[config.mk]
export PLATFORM = sky130hd
export DESIGN_NAME = mem_port_arbiter
export DESIGN_NICKNAME = d
export VERILOG_FILES = /design/src/rtl/mem_port_arbiter.sv
export SDC_FILE = /design/constraint.sdc
export NUM_CORES = 1
export LEC_CHECK = 0
export ABC_AREA = 1
export BUFFER_PORTS_ARGS = -buffer_cell sky130_fd_sc_hd__clkbuf_2
export CAP_MARGIN = 20
export CORE_AREA = 2 2 106 108
export CTS_BUF_LIST = sky130_fd_sc_hd__clkbuf_8
export DETAILED_ROUTE_END_ITERATION = 7
export DIE_AREA = 0 0 108 110
export PLACE_DENSITY = 0.6
export SYNTH_ARGS = -nofsm -noshare
export SYNTH_HDL_FRONTEND = slang
export SYNTH_SLANG_ARGS = --single-unit
[constraint.sdc]
create_clock -name iclk -period 1.6 [get_ports iclk]
set_input_delay 0.32 -clock iclk [delete_from_list [all_inputs] [get_ports iclk]]
set_output_delay 0.32 -clock iclk [all_outputs]
set_load 0.005 [all_outputs]
[src/rtl/mem_port_arbiter.sv]
// Shares one memory port between instruction fetch and load/store; data has priority with a starvation guard for fetch.
// Grants same cycle as memory accepts, responses forwarded combinationally; one transaction outstanding, stalls while imem_ready=0.
module mem_port_arbiter #(
    parameter int MP_DATA_WIDTH   = 32,
    parameter int MP_ADDR_WIDTH   = 32,
    parameter int MP_BE_WIDTH     = 2,
    parameter int MP_STARVE_LIMIT = 4
) (
    input  logic                     iclk,
    input  logic                     irst,
    input  logic                     ifetch_req,
    input  logic [MP_ADDR_WIDTH-1:0] ifetch_addr,
    output logic                     ofetch_gnt,
    output logic                     ofetch_rvalid,
    output logic [MP_DATA_WIDTH-1:0] ofetch_rdata,
    input  logic                     idata_req,
    input  logic                     idata_we,
    input  logic [MP_BE_WIDTH-1:0]   idata_be,
    input  logic [MP_ADDR_WIDTH-1:0] idata_addr,
    input  logic [MP_DATA_WIDTH-1:0] idata_wdata,
    output logic                     odata_gnt,
    output logic                     odata_rvalid,
    output logic [MP_DATA_WIDTH-1:0] odata_rdata,
    output logic                     omem_req,
    output logic                     omem_we,
    output logic [MP_BE_WIDTH-1:0]   omem_be,
    output logic [MP_ADDR_WIDTH-1:0] omem_addr,
    output logic [MP_DATA_WIDTH-1:0] omem_wdata,
    input  logic                     imem_ready,
    input  logic                     imem_rvalid,
    input  logic [MP_DATA_WIDTH-1:0] imem_rdata,
    output logic                     obusy
);

    typedef enum logic [1:0] {IDLE, WAIT_I, WAIT_D} state_t;

    localparam logic [3:0] LIMIT = 4'(MP_STARVE_LIMIT);

    state_t     state_q, state_d;
    logic [3:0] starve_q, starve_d;
    logic       store_q, store_d;
    logic       data_win;

    assign data_win = idata_req && !(ifetch_req && (starve_q == LIMIT));
    assign obusy    = (state_q != IDLE);

    always_comb begin
        state_d       = state_q;
        starve_d      = starve_q;
        store_d       = store_q;
        ofetch_gnt    = 1'b0;
        ofetch_rvalid = 1'b0;
        ofetch_rdata  = '0;
        odata_gnt     = 1'b0;
        odata_rvalid  = 1'b0;
        odata_rdata   = '0;
        omem_req      = 1'b0;
        omem_we       = 1'b0;
        omem_be       = '0;
        omem_addr     = '0;
        omem_wdata    = '0;
        if (!irst) begin
            case (state_q)
                IDLE: begin
                    omem_req = ifetch_req | idata_req;
                    if (data_win) begin
                        omem_we    = idata_we;
                        omem_be    = idata_be;
                        omem_addr  = idata_addr;
                        omem_wdata = idata_wdata;
                    end else if (ifetch_req) begin
                        omem_addr = ifetch_addr;
                    end
                    if (omem_req && imem_ready) begin
                        if (data_win) begin
                            odata_gnt = 1'b1;
                            state_d   = WAIT_D;
                            store_d   = idata_we;
                            // Only wins over a waiting fetch count toward starvation.
                            if (ifetch_req && (starve_q < LIMIT))
                                starve_d = starve_q + 4'd1;
                        end else begin
                            ofetch_gnt = 1'b1;
                            state_d    = WAIT_I;
                            starve_d   = 4'd0;
                        end
                    end
                end
                WAIT_I: begin
                    if (imem_rvalid) begin
                        ofetch_rvalid = 1'b1;
                        ofetch_rdata  = imem_rdata;
                        state_d       = IDLE;
                    end
                end
                WAIT_D: begin
                    if (imem_rvalid) begin
                        odata_rvalid = 1'b1;
                        odata_rdata  = store_q ? '0 : imem_rdata;
                        state_d      = IDLE;
                    end
                end
                default: state_d = IDLE;
            endcase
        end
    end

    always_ff @(posedge iclk) begin
        if (irst) begin
            state_q  <= IDLE;
            starve_q <= 4'd0;
            store_q  <= 1'b0;
        end else begin
            state_q  <= state_d;
            starve_q <= starve_d;
            store_q  <= store_d;
        end
    end

endmodule

==> metrics <==
DR vias=approximately 3600; fmax=0.479 GHz; vias per inst=4.57; number of synthesized flops with an enable pin=0; root buffer cell=clkbuf_8; drt drc=0; Starting Density=between 15 and 20%; Slew @ Worst Pin=around 0.48 ns; ant diodes=0; library cells used by synthesis=23; GRT Total Usage=roughly 17%; area grow syn2layout=184%; post-synthesis sequential area ratio=under 10%; top_reg_cell synth=dfxtp_1; Boundary Pins=274; minimum clock period=around 2.1 ns; failing checks=negative setup slack; part of the cycle the worst path needs=130%; Leakage=about 2.7 nW; Setup Viol. Count Final=about 140; ys async rst share=0%; Design Power=about 1.8 mW; hold slack=~0.42 ns; CTS Sinks=7; Worst-path clk slew=around 0.040 ns; ANT nets after route=0; Die ar.=~0.012 mm²; Crit path required time=around 1.3 ns; GPL Wtd Cong=around 0.8; Post-Place Worst Slack=-0.245 ns; grt ovf=0; Crit path arrival time=1.77 ns; final hold violations=0; Area after DPL=0.00356 mm²; WL final=11800 µm; Yosys warning count=0; Chip Width=~110 µm; Max-slew headroom=roughly two thirds; layout cell share with drive strength beyond 1=77.2%; worst-path fanout max=8; nets=793; Peak VDD IR=roughly 0.00029 V; number of global-route vias before repair=roughly 3300; clk_lat worst skew=between 0.2 and 0.25 ns; final setup margin=-0.487 ns; Wirelength per Cell=roughly 15 µm; clock skew=0.00137 ns; Post-Syn Area per Cell=around 5.3 µm²; run status=finished with violations; Core ar.=0.0107 mm²; Die Y=approximately 110 µm; RSZ-0062 raised after global routing=yes; IO Port Bufs=about 270; Initial DRC Count=between 150 and 200; Syn Nets=between 400 and 500; Crit Path Category=reg2out; Startpoint Class=flip-flop; drt pass-1 iters=4; # fillers=1016; Row Count=38; CTS tree=built; Clock Path Buffers=2; Max-Cap Viols=0; synthesized instance count=roughly 340; Max Slew Vio Count=0; final setup TNS=-39.84 ns; largest net degree at the start of global routing=38; worst hold path class=in2reg; H-tree lvl count=1; CTS Buf Count=3; initial antenna violation count=0; cell area after synthesis=between 0.0015 and 0.002 mm²; hpwl dp=roughly 7200 µm; Pwr Density=between 300 and 400 mW/mm²; first-pass GRT wire length=16200 µm; fin area=0.00519 mm²; CP endpoint kind=primary output; post-cts hold buffer count=0; Seq cells post-synth=7
-- per-layer routing --
layer	up-vias	share of wire (%)	track usage [%]
li1	1759	-	-
met1	1647	38	19.5
met2	187	53	33.6
met3	21	6.5	1.65
met4	0	2.6	5.86
met5	-	0	0
-- cell usage in the layout, fill, tap and decap left out, types with 3 or more instances in the layout --
master,synthesis,layout
a21oi_2,0,12
dfxtp_2,0,4
inv_2,2,8
nand4_1,33,33
buf_6,1,13
buf_4,5,26
dfxtp_1,7,3
a21oi_1,35,23
nand3_1,7,6
nand2_4,1,6
nor2_1,46,11
buf_8,0,3
buf_12,0,12
nor3b_2,0,30
clkbuf_8,0,3
nor3_2,0,23
nor3b_4,0,5
ha_4,0,4
buf_2,4,93
nor3_4,1,10
buf_16,0,14
nand2_1,49,27
nand2_2,1,16
clkbuf_2,0,174
nor2_2,2,3
nor2_4,1,35
inv_1,49,42
-- report_power, final --
group	internal (mW)	total, mW	leakage, nW	switching (mW)
Combinational	0.661	1.32	2.62	0.655
Clock	0.166	0.250	0.0269	0.0834
Sequential	0.183	0.189	0.0587	0.00553
-- registers in the layout, summed over array words and instances (netlist names) --
name      cells
store_q       1
state_q       2
starve_q      4
-- kinds of logic after synthesis --
kind of cell / after synthesis / share of synthesized area, %
adders and majority gates: 5 / 3.42
DFF: 7 / 7.67
AOI/OAI and AO/OA: 37 / 10.1
buffers and inverters: 86 / 19.4
and+or+nand+nor: 209 / 59.4
-- what timing repair did --
action / in CTS / in global routing
endpoints found under the hold margin: 0 / 0
pin swaps: 12 / 32
buffers inserted: 14 / 6
gates cloned: 17 / 2
resized for setup: 168 / 194
endpoints found under the setup margin: 136 / 139
-- cell usage after synthesis (3+ instances only) --
library cell	number	area (µm²)
buf_1	3	11.3
nand4_1	33	206
clkbuf_1	22	82.6
buf_4	5	37.5
inv_1	49	184
nor3b_1	35	263
nor2_1	46	173
nand2_1	49	184
a21oi_1	35	175
buf_2	4	20.0
dfxtp_1	7	140
nor3_1	32	160
nand3_1	7	35.0
ha_1	5	62.6
-- worst max-delay path, cell delays in order (launching register included) --
cell	delay, ns
dfxtp_2	0.33
inv_2	0.05
ha_4	0.16
nand2_4	0.06
inv_2	0.04
nand2_4	0.06
nand2_4	0.07
nor2_4	0.25
clkbuf_16	0.23
nand2_2	0.05
a21oi_2	0.12
clkbuf_2	0.13
-- path summary, 6_finish.rpt --
check / from / end / slack (ns) / cells after the start
hold reg to reg: store_q / store_q / 0.51 / 2
setup / recovery: starve_q[0] / omem_addr[30] / -0.49 / 11
setup reg to reg: starve_q[0] / starve_q[1] / 0.03 / 12
hold / removal: idata_we / store_q / 0.42 / 3
-- layout make-up --
cell class,count,area (µm²),area share (%)
multi-input cells,251,2230,43.0
repair buffers,337,2400,46.2
flip-flops and latches,7,145,2.80
inverters,51,196,3.78
clock inverters,1,3.75,0.0723
well taps,140,175,3.37
clock buffers,3,41.3,0.795
-- metrics by stage --
stage	util [%]	cells
after global routing	48.5	790
after detailed placement	33.3	756
after global placement	33.3	756
after CTS	45.3	791
after floorplan	-	344
final	48.5	790
No activity file was read; power rests on OpenSTA's default activity.
